--- config.mk ---
export PLATFORM = sky130hd
export DESIGN_NAME = mips_multicycle_maindec_flat
export DESIGN_NICKNAME = d
export VERILOG_FILES = /design/src/rtl/mips_multicycle_maindec_if.sv /design/src/rtl/mips_multicycle_maindec.sv /design/src/flat_wrapper.sv
export SDC_FILE = /design/constraint.sdc
export NUM_CORES = 1
export LEC_CHECK = 0
export ABC_AREA = 1
export CAP_MARGIN = 0
export CORE_MARGIN = 3
export CORE_UTILIZATION = 50
export CTS_CLUSTER_DIAMETER = 50
export DETAILED_ROUTE_END_ITERATION = 8
export PLACE_DENSITY = 0.78
export SKIP_CTS_REPAIR_TIMING = 1
export SLEW_MARGIN = 10
export SYNTH_ARGS = -nofsm -noshare
export SYNTH_HDL_FRONTEND = slang
export SYNTH_SLANG_ARGS = --single-unit
--- constraint.sdc ---
create_clock -name clk -period 1.8 [get_ports clk]
set_input_delay 0.18 -clock clk [delete_from_list [all_inputs] [get_ports clk]]
set_output_delay 0.18 -clock clk [all_outputs]
set_load 0.005 [all_outputs]
--- src/rtl/mips_multicycle_maindec_if.sv ---
// mips_multicycle_maindec_if: control bundle between the main decoder and the multicycle datapath
// master: decoder side (drives controls, reads op/zero); slave: datapath side.
interface mips_multicycle_maindec_if;
    logic [5:0] op;
    logic       zero;
    logic [3:0] aluop;
    logic       pcen;
    logic       irwrite;
    logic       iord;
    logic       memwrite;
    logic       regwrite;
    logic       regdst;
    logic       memtoreg;
    logic       alusrca;
    logic [1:0] alusrcb;
    logic       zeroext;
    logic [1:0] pcsrc;
    logic       illegal;
    modport master (
        input  op, zero,
        output aluop, pcen, irwrite, iord, memwrite, regwrite, regdst,
               memtoreg, alusrca, alusrcb, zeroext, pcsrc, illegal
    );
    modport slave (
        output op, zero,
        input  aluop, pcen, irwrite, iord, memwrite, regwrite, regdst,
               memtoreg, alusrca, alusrcb, zeroext, pcsrc, illegal
    );
endinterface

--- src/rtl/mips_multicycle_maindec.sv ---
// mips_multicycle_maindec: multicycle MIPS main controller FSM
// Ports: clk, reset (sync, active-high), ctl (master modport: op/zero in, datapath controls out).
module mips_multicycle_maindec (
    input  logic                       clk,
    input  logic                       reset,
    mips_multicycle_maindec_if.master  ctl
);
    localparam logic [3:0] ALU_ADD = 4'd0, ALU_SUB = 4'd1, ALU_SLT = 4'd2, ALU_AND = 4'd4,
                           ALU_OR = 4'd5, ALU_XOR = 4'd6, ALU_LUI = 4'd7, ALU_FUNCT = 4'd15;
    localparam logic [5:0] OP_R = 6'b000000, OP_J = 6'b000010, OP_BEQ = 6'b000100,
                           OP_BNE = 6'b000101, OP_ADDI = 6'b001000, OP_ADDIU = 6'b001001,
                           OP_SLTI = 6'b001010, OP_ANDI = 6'b001100, OP_ORI = 6'b001101,
                           OP_XORI = 6'b001110, OP_LUI = 6'b001111, OP_LW = 6'b100011,
                           OP_SW = 6'b101011;

    typedef enum logic [3:0] {
        FETCH, DECODE, MEMADR, MEMRD, MEMWB, MEMWR,
        RTYPEEX, RTYPEWB, BRANCHEX, IMMEX, IMMWB, JEX
    } state_t;

    typedef struct packed {
        logic       irwrite;
        logic       pcwrite;
        logic       branch;
        logic       iord;
        logic       memwrite;
        logic       regwrite;
        logic       regdst;
        logic       memtoreg;
        logic       alusrca;
        logic [1:0] alusrcb;
        logic       zeroext;
        logic [1:0] pcsrc;
        logic [3:0] aluop;
    } ctrl_t;

    state_t     state, ns;
    ctrl_t      ctrl;
    logic [3:0] imm_aluop, next_imm_aluop;
    logic       bne_sel, next_bne_sel, bad_op, live;

    function automatic logic [3:0] imm_alu(input logic [5:0] o);
        return (o == OP_SLTI) ? ALU_SLT :
               (o == OP_ANDI) ? ALU_AND :
               (o == OP_ORI)  ? ALU_OR  :
               (o == OP_XORI) ? ALU_XOR :
               (o == OP_LUI)  ? ALU_LUI : ALU_ADD;
    endfunction

    // Moore controls for a state; IMMEX additionally needs the latched immediate ALU op.
    function automatic ctrl_t ctrl_of(input state_t s, input logic [3:0] ia);
        ctrl_t c;
        c = '0;
        case (s)
            FETCH:    begin c.irwrite = 1'b1; c.pcwrite = 1'b1; c.alusrcb = 2'b01; end
            DECODE:   c.alusrcb = 2'b11;
            MEMADR:   begin c.alusrca = 1'b1; c.alusrcb = 2'b10; end
            MEMRD:    c.iord = 1'b1;
            MEMWB:    begin c.memtoreg = 1'b1; c.regwrite = 1'b1; end
            MEMWR:    begin c.iord = 1'b1; c.memwrite = 1'b1; end
            RTYPEEX:  begin c.alusrca = 1'b1; c.aluop = ALU_FUNCT; end
            RTYPEWB:  begin c.regdst = 1'b1; c.regwrite = 1'b1; end
            BRANCHEX: begin c.alusrca = 1'b1; c.aluop = ALU_SUB; c.pcsrc = 2'b01; c.branch = 1'b1; end
            IMMEX:    begin
                c.alusrca = 1'b1;
                c.alusrcb = 2'b10;
                c.aluop   = ia;
                c.zeroext = (ia == ALU_AND) || (ia == ALU_OR) || (ia == ALU_XOR);
            end
            IMMWB:    c.regwrite = 1'b1;
            JEX:      begin c.pcsrc = 2'b10; c.pcwrite = 1'b1; end
            default:  ;
        endcase
        return c;
    endfunction

    always_comb begin
        ns             = FETCH;
        next_imm_aluop = imm_aluop;
        next_bne_sel   = bne_sel;
        bad_op         = 1'b0;
        case (state)
            FETCH:   ns = DECODE;
            DECODE:  begin
                next_imm_aluop = imm_alu(ctl.op);
                next_bne_sel   = ctl.op == OP_BNE;
                case (ctl.op)
                    OP_LW, OP_SW:   ns = MEMADR;
                    OP_R:           ns = RTYPEEX;
                    OP_BEQ, OP_BNE: ns = BRANCHEX;
                    OP_ADDI, OP_ADDIU, OP_SLTI, OP_ANDI,
                    OP_ORI, OP_XORI, OP_LUI: ns = IMMEX;
                    OP_J:           ns = JEX;
                    default:        bad_op = 1'b1;
                endcase
            end
            MEMADR:  ns = (ctl.op == OP_LW) ? MEMRD : MEMWR;
            MEMRD:   ns = MEMWB;
            RTYPEEX: ns = RTYPEWB;
            IMMEX:   ns = IMMWB;
            default: ns = FETCH;
        endcase
    end

    // Controls are registered for the state being entered, so they are valid from the cycle start.
    always_ff @(posedge clk) begin
        if (reset) begin
            state     <= FETCH;
            imm_aluop <= ALU_ADD;
            bne_sel   <= 1'b0;
            ctrl      <= ctrl_of(FETCH, ALU_ADD);
        end else begin
            state     <= ns;
            imm_aluop <= next_imm_aluop;
            bne_sel   <= next_bne_sel;
            ctrl      <= ctrl_of(ns, next_imm_aluop);
        end
    end

    // Enables are killed combinationally by reset (abandons the instruction in the same cycle)
    // and in any unused state encoding.
    assign live         = !reset && (state <= JEX);
    assign ctl.irwrite  = live & ctrl.irwrite;
    assign ctl.memwrite = live & ctrl.memwrite;
    assign ctl.regwrite = live & ctrl.regwrite;
    assign ctl.pcen     = live & (ctrl.pcwrite | (ctrl.branch & (ctl.zero ^ bne_sel)));
    assign ctl.illegal  = live & bad_op;
    assign ctl.iord     = ctrl.iord;
    assign ctl.regdst   = ctrl.regdst;
    assign ctl.memtoreg = ctrl.memtoreg;
    assign ctl.alusrca  = ctrl.alusrca;
    assign ctl.alusrcb  = ctrl.alusrcb;
    assign ctl.zeroext  = ctrl.zeroext;
    assign ctl.pcsrc    = ctrl.pcsrc;
    assign ctl.aluop    = ctrl.aluop;
endmodule

--- src/flat_wrapper.sv ---
// flat-port wrapper written by rule: the top's interface ports become plain ports
module mips_multicycle_maindec_flat 
  (clk, reset, ctl_op, ctl_zero, ctl_aluop, ctl_pcen, ctl_irwrite, ctl_iord, ctl_memwrite, ctl_regwrite, ctl_regdst, ctl_memtoreg, ctl_alusrca, ctl_alusrcb, ctl_zeroext, ctl_pcsrc, ctl_illegal);
  mips_multicycle_maindec_if ctl_i ();
  input  logic clk;
  input  logic reset;
  input wire logic [$bits(ctl_i.op)-1:0] ctl_op;
  input wire logic [$bits(ctl_i.zero)-1:0] ctl_zero;
  output wire logic [$bits(ctl_i.aluop)-1:0] ctl_aluop;
  output wire logic [$bits(ctl_i.pcen)-1:0] ctl_pcen;
  output wire logic [$bits(ctl_i.irwrite)-1:0] ctl_irwrite;
  output wire logic [$bits(ctl_i.iord)-1:0] ctl_iord;
  output wire logic [$bits(ctl_i.memwrite)-1:0] ctl_memwrite;
  output wire logic [$bits(ctl_i.regwrite)-1:0] ctl_regwrite;
  output wire logic [$bits(ctl_i.regdst)-1:0] ctl_regdst;
  output wire logic [$bits(ctl_i.memtoreg)-1:0] ctl_memtoreg;
  output wire logic [$bits(ctl_i.alusrca)-1:0] ctl_alusrca;
  output wire logic [$bits(ctl_i.alusrcb)-1:0] ctl_alusrcb;
  output wire logic [$bits(ctl_i.zeroext)-1:0] ctl_zeroext;
  output wire logic [$bits(ctl_i.pcsrc)-1:0] ctl_pcsrc;
  output wire logic [$bits(ctl_i.illegal)-1:0] ctl_illegal;
  assign ctl_i.op = ctl_op;
  assign ctl_i.zero = ctl_zero;
  assign ctl_aluop = ctl_i.aluop;
  assign ctl_pcen = ctl_i.pcen;
  assign ctl_irwrite = ctl_i.irwrite;
  assign ctl_iord = ctl_i.iord;
  assign ctl_memwrite = ctl_i.memwrite;
  assign ctl_regwrite = ctl_i.regwrite;
  assign ctl_regdst = ctl_i.regdst;
  assign ctl_memtoreg = ctl_i.memtoreg;
  assign ctl_alusrca = ctl_i.alusrca;
  assign ctl_alusrcb = ctl_i.alusrcb;
  assign ctl_zeroext = ctl_i.zeroext;
  assign ctl_pcsrc = ctl_i.pcsrc;
  assign ctl_illegal = ctl_i.illegal;
  mips_multicycle_maindec u_core (.clk(clk), .reset(reset), .ctl(ctl_i));
endmodule
Word-level counts from Yosys, hierarchy flattened
Cells that the tools add are included.
{"block": "totals", "reg_bits": 27, "wordCells": 97, "output_inout_bits": 18}
{"block": "op_classes", "n_reduce_logical": 17, "eq_ne": 31, "n_mux": 23, "bitwise": 9, "magnitude_cmp": 1}
{"operator": "== test 6 x 4 -> 1 bit, second input constant", "count": 7}
{"operator": "== test 4 x 3 -> 1 bit, second input constant", "count": 8}
{"operator": "one-hot mux 4 bit (6 select lines)", "count": 1}
{"operator": "== test 4 bit, second input constant", "count": 5}
{"operator": "2-to-1 mux 4 bit", "count": 5}
{"operator": "one-hot mux 4 bit (5 select lines)", "count": 1}
{"operator": "== test 4 x 2 -> 1 bit, second input constant", "count": 4}
{"operator": "OR reduction 13 bit", "count": 1}
{"operator": "== test 6 x 3 -> 1 bit, second input constant", "count": 2}
{"operator": "== test 6 bit, second input constant", "count": 2}
{"operator": "one-hot mux 4 bit (3 select lines)", "count": 1}
{"operator": "OR reduction 2 bit", "count": 6}
{"operator": "2-to-1 mux 1 bit", "count": 11}
{"operator": "== test 4 x 1 -> 1 bit, second input constant", "count": 2}
{"operator": "zero test 4 bit", "count": 2}
{"operator": "OR reduction 7 bit", "count": 1}
{"operator": "AND 1 bit", "count": 6}
{"operator": "== test 6 x 2 -> 1 bit, second input constant", "count": 1}
{"operator": "zero test 6 bit", "count": 1}
{"operator": "2-to-1 mux 3 bit", "count": 2}
{"operator": "one-hot mux 2 bit (3 select lines)", "count": 1}
{"operator": "<= comparator 4 bit, second input constant", "count": 1}
{"operator": "one-hot mux 2 bit (2 select lines)", "count": 1}
{"operator": "OR reduction 4 bit", "count": 1}
{"operator": "7 further kinds", "count": 8}

Depth between registers and ports, before layout
Gate-level depths: netlist (run 1).
{"block": "depth", "depth_word": 10, "mapped_depth": 12, "mapped_depth_nobuf": 12}

Least setup slack after synthesis (run 1)
Ideal clock, no wire load.
{"block": "synth_path", "path_kind": "register -> register", "start": "register u_core.state[2]", "end": "register u_core.ctrl[16] (netlist bit)", "setup_ns": 0.134, "period_less_slack_ns": 1.361, "n_path_buf": 0, "stages_incl_launch_ff": 11, "path_slack_ns": 0.439, "arrival_time_ns": 1.228, "t_required_ns": 1.666, "cell_sequence": "dfxtp_1 -> nor2_4 -> nand3_4 -> inv_4 -> nand2_1 -> nand3b_4 -> inv_2 -> nand2_4 -> inv_2 -> nand2_2 -> o211ai_1"}
{"block": "synth_via", "elab_chain_len": 5, "word_cells_on_any_way": 11, "cone_classes": "eq/ne (6); mux (2); reduce/logical (3)"}
{"item": "start, declared", "line_no": "mips_multicycle_maindec.sv:37", "rtl": "state_t state, ns;"}
{"item": "start signal, assigned", "line_no": "mips_multicycle_maindec.sv:113", "rtl": "state <= ns;"}
{"item": "== test 4 bit, or another cell as far along", "line_no": "mips_multicycle_maindec.sv:82", "rtl": "case (state)"}
{"item": "one-hot mux 4 bit (6 select lines) *", "line_no": "mips_multicycle_maindec.sv:82"}
{"item": "== test 4 bit or zero test 4 bit (tied branches)", "line_no": "mips_multicycle_maindec.sv:54", "rtl": "case (s)"}
{"item": "OR reduction 2 bit (no line) *"}
{"item": "2-to-1 mux 1 bit *", "line_no": "mips_multicycle_maindec.sv:54"}
{"item": "end signal, assigned", "line_no": "mips_multicycle_maindec.sv:111", "rtl": "ctrl <= ctrl_of(FETCH, ALU_ADD);"}
{"item": "end signal, assigned", "line_no": "mips_multicycle_maindec.sv:116", "rtl": "ctrl <= ctrl_of(ns, next_imm_aluop);"}
{"item": "end, declared", "line_no": "mips_multicycle_maindec.sv:38", "rtl": "ctrl_t ctrl;"}
Mark *: on every way between the ends. The rest lies on a longest branch, timed or not.
A chain may end at the register's enable or synchronous reset.

Final worst setup path (run 1)
{"block": "layout_path", "start": "register u_core.state[3]", "end": "output ctl_illegal"}
{"block": "layout_via", "elab_chain_len": 3, "word_cells_on_any_way": 5, "cone_classes": "order compare (1); eq/ne (1); mux (1); bitwise (1); reduce/logical (1)"}
{"item": "<= comparator 4 bit or == test 4 x 1 -> 1 bit (tied branches)", "line_no": "mips_multicycle_maindec.sv:122, mips_multicycle_maindec.sv:82"}
{"item": "logical AND 1 bit or 2-to-1 mux 1 bit (tied branches)", "line_no": "mips_multicycle_maindec.sv:122, mips_multicycle_maindec.sv:82"}
{"item": "AND 1 bit *", "line_no": "mips_multicycle_maindec.sv:127", "rtl": "assign ctl.illegal = live & bad_op;"}
{"item": "end, declared", "line_no": "flat_wrapper.sv:21", "rtl": "output wire logic [$bits(ctl_i.illegal)-1:0] ctl_illegal;"}
Marked as above.

==> impl_metrics.ini, run 1 <==
[yosys]
syn_avg_cell_area_um2 = 7.39
synth_top_area_frac = 0.406
postSynthCellCount = 180
syn_area_mm2 = 0.00133
synthMostInstantiatedCell = nand2_1
synth_fp_nets = 189
yosysTopAreaCell = dfxtp_1
synthTopCellsByArea = dfxtp_1 (41%), nand2_1 (8.2%), nor2_1 (7.9%)
synth_seq_cells = 27
ys.flop_type = dfxtp_1
ys_types = 26
async_reset_ff_frac = 0
synth_edf_count = 0
synthTopCellsByCount = nand2_1 (29), nor2_1 (28), dfxtp_1 (27), inv_1 (24), nand3_1 (15)
ys_seq_area_frac = 0.406
yosys_warnings = 0

[sta]
max_slew_margin = 0.794
setup_viol = 0
slew_viol_final = 0
clock.fmax_mhz = 597
rsz0062_at_grt = no
skew_ns = 0.00455
fin_crit_ns = 1.68
worst_slew_pin_slew_ns = 0.309
timing.final.crit_share = 0.931
hold_viol_final = 0

[global_route]
overflow = 0
grt_usage = 0.191
grt_first_pass_wirelength_um = 4920
grt_max_degree = 17
grt_pass1_vias = 1153
antenna_found_initial = 0

[run_status]
run_status = completed

[routing]
num_vias = 1283
ant_nets = 0
wl_per_cell_um = 12.6
drt_iter0_drc = 55
drcViolationCount = 0
via_per_inst = 5.05
drt_first_pass_iters = 4
totalWireLength_um = 3190

[min_path]
hp-start = ctl_op[0]
holdCritPathClass = primary input to flop
hold_path_depth = 3

[die]
die_y_um = 57.6
rows = 18
ios = 27
die_x_um = 57.6
fp.coreArea_mm2 = 0.00250
initial_core_util = 0.532
dieArea_mm2 = 0.00331

[placement]
gp_congestion = 0.978
dpl.cell_count = 243
numPortBuffers = 26
place_hpwl_um = 2350
dpl_cell_area_mm2 = 0.00168

[setup_path]
reg2reg_depth = 12
crit-reg2reg-launch = u_core.state[3]
path_max_fanout = 6
setup.worst_path.end_class = primary output
path_class = flop to primary output
required_ns = 1.62
start_kind = flop
startpoint = u_core.state[3]
cp.arrival_ns = 1.50

[layout]
fin_util = 0.729
multi_input_area_um2 = 637
finalNonFillerCells = 254
layout.nets = 234
syn_to_final_growth_pct = 37.0
design_area_mm2 = 0.00182
final_layout_size_suffix_gt1_frac = 0.272
n_fill_cell = 191
register_area_um2 = 547
diodes = 0

[power]
powerDensity_mw_per_mm2 = 624
peakVddDrop_mv = 0.583
p_leak_uw = 0.000972

[clock_tree]
clock_latency_ns = 0.33
htree_levels = 1
cts_tree = built
numCtsBuffers = 3
clk_pin_slew_ns = 0.15
root_buffer = clkbuf_4
clock-sinks = 27
clockBufferDepth = 2

[flow_run]
drv_cap = 0
critical path, cell delays in order (launching register included):
cell,delay (ns)
dfxtp_4,0.38
buf_4,0.14
nor2_4,0.16
nand3_4,0.12
inv_6,0.09
nand3_1,0.07
nor2_1,0.08
dlymetal6s2s_1,0.13
power by group:
| part | switching, uW | leakage [uW] | internal [uW] |
|---|---|---|---|
| sequential | 13.7 | 0.000221 | 618 |
| combinational | 123 | 0.000737 | 111 |
| clock | 186 | 0.0000139 | 85.0 |
| total | 323 | 0.000972 | 814 |
metrics by stage:
step / total power, uW / setup TNS, ns / hold WS (ns) / worst slack, ns
6_report: 1140 / 0 / 0.205 / 0.124
5_1_grt: 1190 / 0 / 0.202 / 0.0162
4_1_cts: 1120 / -0.320 / 0.471 / -0.257
3_5_place_dp: 858 / -1.18 / 0.449 / -0.246
3_3_place_gp: 852 / -0.577 / 0.427 / -0.189
2_1_floorplan: 769 / 0 / 0.249 / 0.439
cell type report:
class,instances,area share
Tap cell,30,0.0206
Clock buffer,3,0.0124
Multi-Input combinational cell,116,0.350
Clock inverter,1,0.00412
Inverter,28,0.0604
Timing Repair Buffer,49,0.253
Sequential cell,27,0.300
logic make-up after synthesis:
group           share of synthesized area
buf+inv                             0.129
simple gates                        0.394
compound gates                     0.0640
xor+xnor                          0.00659
flops                               0.406
state kept, by name, summed over array words and instances, names as in the netlist:
| register | count |
|---|---|
| u_core.ctrl | 5 |
| u_core.ctl.aluop | 4 |
| u_core.imm_aluop | 4 |
| u_core.state | 4 |
| u_core.ctl.alusrcb | 2 |
| u_core.ctl.pcsrc | 2 |
| u_core.bne_sel | 1 |
| u_core.ctl.alusrca | 1 |
| u_core.ctl.iord | 1 |
| u_core.ctl.memtoreg | 1 |
| u_core.ctl.regdst | 1 |
| u_core.ctl.zeroext | 1 |
placed cells by master (no fill, tap or decap), drive strengths merged:
cell type      Yosys  final
o21ai              4      4
dlymetal6s2s       0     11
nor3               3      3
nand4              3      3
nand2             37     37
clkdlybuf4s50      0     15
xor2               1      1
nand3             19     19
inv               28     28
buf                8     23
a21oi              6      6
o211ai             1      1
a21boi             2      2
dfxtp             27     27
clkbuf             1      3
clkinvlp           0      1
a31oi              2      2
nor2              36     36
nand3b             1      1
and2               1      1
layer usage:
metal / track usage / up-vias / wire length, um
li1: - / 641 / -
met1: 0.235 / 575 / 1330
met2: 0.326 / 61 / 1570
met3: 0.0362 / 6 / 246
met4: 0.0762 / 0 / 45
met5: 0 / - / 0
path summary, 6_finish.rpt:
check / to / slack [ns]
worst min-delay path: u_core.bne_sel / 0.21
worst max register to register: u_core.ctrl[16] / 0.13
worst max-delay path: ctl_illegal / 0.12
worst min register to register: u_core.imm_aluop[3] / 0.46
No activity file was read; power rests on OpenSTA's default activity.
==> run 2, diff against run 1 <==
--- a/config.mk
+++ b/config.mk
@@ -11,7 +11,7 @@
 export CORE_UTILIZATION = 50
 export CTS_CLUSTER_DIAMETER = 50
 export DETAILED_ROUTE_END_ITERATION = 8
-export PLACE_DENSITY = 0.78
+export PLACE_DENSITY_LB_ADDON = 0.08
 export SKIP_CTS_REPAIR_TIMING = 1
 export SLEW_MARGIN = 10
 export SYNTH_ARGS = -nofsm -noshare
==> run 2 against run 1 <==
Effect of this change:
- register-to-register slack worse by 0.02 ns
- power down 0.94%
- largest power group unchanged
- first-iteration DRC count down 31%
- via count down 5.1%
- worst hold slack better by 0.0019 ns
- critical endpoint is now ctl_pcen
==> impl_metrics.ini, run 2 (synthesis results as in run 1) <==
[setup_path]
required_ns = 1.62
path_class = flop to primary output
crit_family = buffers and inverters
slowest_delay_ns = 0.50
path_max_fanout = 5
crit_slowest_cell = clkdlybuf4s50_1
start_kind = flop
cp.arrival_ns = 1.53
reg2reg_depth = 12
critical_path_cell_count = 4
crit_chain = a21oi_2, inv_2, nor2_1, clkdlybuf4s50_1
setup.worst_path.end_class = primary output
critPathBufInv = 2

[sta]
clock.fmax_mhz = 583
skew_ns = 0.000693
hold_viol_final = 0
worst_slew_pin_slew_ns = 0.294
slew_viol_final = 0
fin_crit_ns = 1.71
max_slew_margin = 0.804
timing.final.crit_share = 0.952
setup_viol = 0

[layout]
largest_register_ffs = 5
final_common_cell = nand2_1
diodes = 0
syn_to_final_growth_pct = 33.3
design_area_mm2 = 0.00177
top_register = u_core.ctrl
final_cell_mix = nand2_1 (29), nor2_1 (28), dfxtp_1 (23)
final_layout_size_suffix_gt1_frac = 0.264
n_fill_cell = 223
layout.nets = 230

[clock_tree]
numCtsBuffers = 3
clock-sinks = 27
root_buffer = clkbuf_4
htree_levels = 1
clock_latency_ns = 0.33
clockBufferDepth = 2
cts_tree = built
clk_pin_slew_ns = 0.15

[min_path]
hold_path_depth = 3
holdCritPathClass = primary input to flop

[routing]
drcViolationCount = 0
drt_first_pass_iters = 4
via_per_inst = 4.87
num_vias = 1218
drt_iter0_drc = 38
wl_per_cell_um = 11.7
ant_nets = 0
totalWireLength_um = 2930

[run_status]
run_status = completed

[die]
initial_core_util = 0.532
die_y_um = 57.6
die_x_um = 57.6
dieArea_mm2 = 0.00331
ios = 27
fp.coreArea_mm2 = 0.00250
rows = 18

[global_route]
grt_max_degree = 17
grt_first_pass_wirelength_um = 4750
grt_pass1_vias = 1118
grt_usage = 0.183
antenna_found_initial = 0
overflow = 0

[flow_run]
drv_cap = 0

[power]
power.total_uw = 1130
peakVddDrop_mv = 0.605
p_leak_uw = 0.000891
powerDensity_mw_per_mm2 = 636

[placement]
place_hpwl_um = 2250
numPortBuffers = 26
gp_congestion = 0.846
dpl_cell_area_mm2 = 0.00169
[run 2: changes by cell type in the layout (fill, tap and decap cells not counted), sizes merged]
cell           delta
buf               -4
clkdlybuf4s50     +5
dlymetal6s2s      -5
[run 2: metrics by stage]
stage,cells,utilization,hold slack (ns),setup WS [ns],setup TNS (ns)
finish,250,0.709,0.207,0.0860,0
global route,250,0.709,0.214,-0.0349,-0.0460
CTS,248,0.689,0.474,-0.235,-0.253
detailed placement,244,0.677,0.453,-0.231,-0.502
global placement,244,0.677,0.428,-0.187,-0.325
floorplan,180,-,0.249,0.439,0
[run 2: area by class of cell]
type,instances,area (um2),area share
clock buffer,3,22.5,0.0127
multi-input combinational,116,632,0.356
sequential,27,548,0.309
tap,30,37.5,0.0212
inverter,28,108,0.0607
clock inverter,1,7.51,0.00423
timing repair buffer,45,418,0.236
[run 2: report_power, final]
part | total, uW | leakage, uW | switching (uW) | internal, uW
Combinational | 222 | 0.000656 | 116 | 105
Clock | 272 | 0.0000139 | 187 | 85.1
Sequential | 633 | 0.000221 | 13.9 | 619
Total | 1130 | 0.000891 | 318 | 809
[run 2: worst paths after layout]
check                      start             endpoint  slack [ns]
max              u_core.state[3]             ctl_pcen        0.09
min reg2reg  u_core.imm_aluop[3]  u_core.imm_aluop[3]        0.47
max reg2reg      u_core.state[3]   u_core.ctl.alusrca        0.11
min                    ctl_op[0]       u_core.bne_sel        0.21
[run 2: worst register-to-register path, delay by kind of cell (launching register included)]
family                 cells  cell delay [ns]
DFF                        1             0.39
and+or+nand+nor            8             0.77
buffers and inverters      4             0.45
[run 2: metal layers]
metal	wire, um	GRT usage
met1	1380	0.249
met2	1340	0.294
met3	143	0.0385
met4	65	0.0497
met5	0	0
==> run 3, diff against run 2 <==
--- a/config.mk
+++ b/config.mk
@@ -5,7 +5,6 @@
 export SDC_FILE = /design/constraint.sdc
 export NUM_CORES = 1
 export LEC_CHECK = 0
-export ABC_AREA = 1
 export CAP_MARGIN = 0
 export CORE_MARGIN = 3
 export CORE_UTILIZATION = 50
==> run 3 against run 2 <==
Effect of this change:
- the flow now finishes with violations (setup timing)
- final cell count shrank 8.8%
- sequential share of layout area shrank 2.9 points
- die area shrank 0.17%
- sequential power shrank 3%
- fmax shrank 9.4%
==> impl_metrics.ini, run 3 <==
[run_status]
run_status = complete, but fails checks
violations = setup timing

[sta]
timing.final.crit_share = 1.05
rsz0062_at_grt = yes
max_slew_margin = 0.685
slew_viol_final = 0
skew_ns = 0.00584
clock.fmax_mhz = 529
fin_crit_ns = 1.89
holdWs_ns = 0.473
fin_tns_setup_ns = -0.136
fin_ws_ns = -0.0919
hold_viol_final = 0
setup_viol = 3
worst_slew_pin_slew_ns = 0.468

[global_route]
grt_usage = 0.199
overflow = 0
grt_pass1_vias = 1174
antenna_found_initial = 0
grt_first_pass_wirelength_um = 5110
grt_max_degree = 22

[setup_path]
start_kind = flop
required_ns = 1.62
path_class = flop to primary output
cp.arrival_ns = 1.71
path_max_fanout = 8
setup.worst_path.end_class = primary output
reg2reg_depth = 6
reg2reg_slack_ns = -0.01

[yosys]
yosys_warnings = 0
ys.flop_type = dfxtp_1
async_reset_ff_frac = 0
synth_fp_nets = 155
synthTopCellsByArea = dfxtp_1 (41%), buf_4 (4.5%), a21oi_1 (3.8%)
synthMostInstantiatedCell = dfxtp_1
syn_area_mm2 = 0.00133
ys_seq_area_frac = 0.407
synth_top_area_frac = 0.407
syn_avg_cell_area_um2 = 9.09
synth_seq_cells = 27
synthTopCellsByCount = dfxtp_1 (27), nor2_1 (13), a21oi_1 (10), buf_4 (8), nand2_1 (6)
yosysTopAreaCell = dfxtp_1
ys_types = 46
synth_edf_count = 0
postSynthCellCount = 146

[power]
p_sw_frac = 0.271
powerDensity_mw_per_mm2 = 583
p_clk_frac = 0.235
p_leak_uw = 0.000878
internal-power_uw = 828
p_switching_uw = 307
seqPwrFrac = 0.543
peakVddDrop_mv = 0.491
power_frac_comb = 0.222

[min_path]
holdCritPathClass = flop to flop
hold_path_depth = 2

[routing]
totalWireLength_um = 3380
via_per_inst = 5.48
drcViolationCount = 0
drt_first_pass_iters = 4
drt_iter0_drc = 16
wl_per_cell_um = 14.8
num_vias = 1249
ant_nets = 0

[layout]
layout.nets = 208
largest_register_ffs = 5
top_register = u_core.ctrl
final_layout_size_suffix_gt1_frac = 0.364
final_common_cell = buf_4
design_area_mm2 = 0.00195
syn_to_final_growth_pct = 46.6
n_fill_cell = 165
final_cell_mix = buf_4 (35), dfxtp_1 (24), clkdlybuf4s50_1 (21)
finalNonFillerCells = 228
diodes = 0

[clock_tree]
cts_tree = built
clockBufferDepth = 2
clock-sinks = 27
numCtsBuffers = 3
root_buffer = clkbuf_4
clock_latency_ns = 0.33
htree_levels = 1
clk_pin_slew_ns = 0.15

[flow_run]
drv_cap = 0

[placement]
dpl.cell_count = 220
place_hpwl_um = 2230
gp_congestion = 0.877
dp_slack_ns = -0.417
numPortBuffers = 26
dpl_cell_area_mm2 = 0.00176

[die]
die_y_um = 57.5
initial_core_util = 0.531
fp.coreArea_mm2 = 0.00250
rows = 18
die_x_um = 57.5
dieArea_mm2 = 0.00331
ios = 27
-- run 3: cell types whose count changed in the layout (fill, tap and decap cells not counted), sizes merged, moves of 3 or more --
cell | before | now
nor3 | 3 | 7
nand2b | 0 | 4
nor4 | 0 | 5
inv | 28 | 4
nor2 | 36 | 13
nand3 | 19 | 4
nor3b | 0 | 5
buf | 19 | 41
nand2 | 37 | 6
and3 | 0 | 5
a21o | 0 | 4
a211oi | 0 | 3
a21oi | 6 | 10
-- run 3: kinds of logic after synthesis --
| kind of cell | after synthesis | share of synthesized area |
|---|---|---|
| AOI/OAI and AO/OA | 31 | 0.164 |
| muxes | 1 | 0.00754 |
| xor gates and xnor gates | 1 | 0.00660 |
| buffers and inverters | 22 | 0.110 |
| and+or+nand+nor | 64 | 0.304 |
| DFF | 27 | 0.407 |
-- run 3: power groups by stage --
stage | clock [uW] | combinational, uW | sequential [uW]
after global routing | 296 | 271 | 619
final | 266 | 252 | 617
after detailed placement | 0 | 221 | 629
after global placement | 0 | 218 | 629
after floorplan | 0 | 113 | 631
after CTS | 279 | 223 | 616
-- run 3: per-layer routing --
metal / vias to the layer above / global-route usage / share of wire
met5: - / 0 / 0
met4: 0 / 0.0894 / 0.022
met3: 7 / 0.0271 / 0.039
met2: 27 / 0.327 / 0.51
met1: 586 / 0.257 / 0.43
li1: 629 / - / -
-- run 3: final timing paths --
check	from	to
min	u_core.imm_aluop[1]	u_core.imm_aluop[1]
min reg2reg	u_core.imm_aluop[1]	u_core.imm_aluop[1]
max	u_core.state[2]	ctl_illegal
max reg2reg	u_core.state[3]	u_core.ctl.alusrcb[1]
-- run 3: area by class of cell --
| class | count | area [um2] | share of cell area |
|---|---|---|---|
| clock buffers | 3 | 22.5 | 0.0116 |
| multi-input cells | 97 | 734 | 0.377 |
| well taps | 30 | 37.5 | 0.0193 |
| repair buffers | 66 | 587 | 0.302 |
| flip-flops and latches | 27 | 544 | 0.280 |
| clock inverters | 1 | 5.00 | 0.00257 |
| inverters | 4 | 15.0 | 0.00772 |
-- run 3: critical path: stages, from the launching register on --
cell and delay [ns]:
dfxtp_2 0.37, buf_6 0.15, a21o_1 0.22, buf_4 0.15
a2111oi_4 0.31, buf_2 0.17
-- run 3: metrics by stage --
| stage | total power, uW | utilization |
|---|---|---|
| finish | 1140 | 0.778 |
| global route | 1190 | 0.778 |
| global placement | 847 | 0.706 |
| floorplan | 744 | - |
| detailed placement | 850 | 0.706 |
| CTS | 1120 | 0.717 |
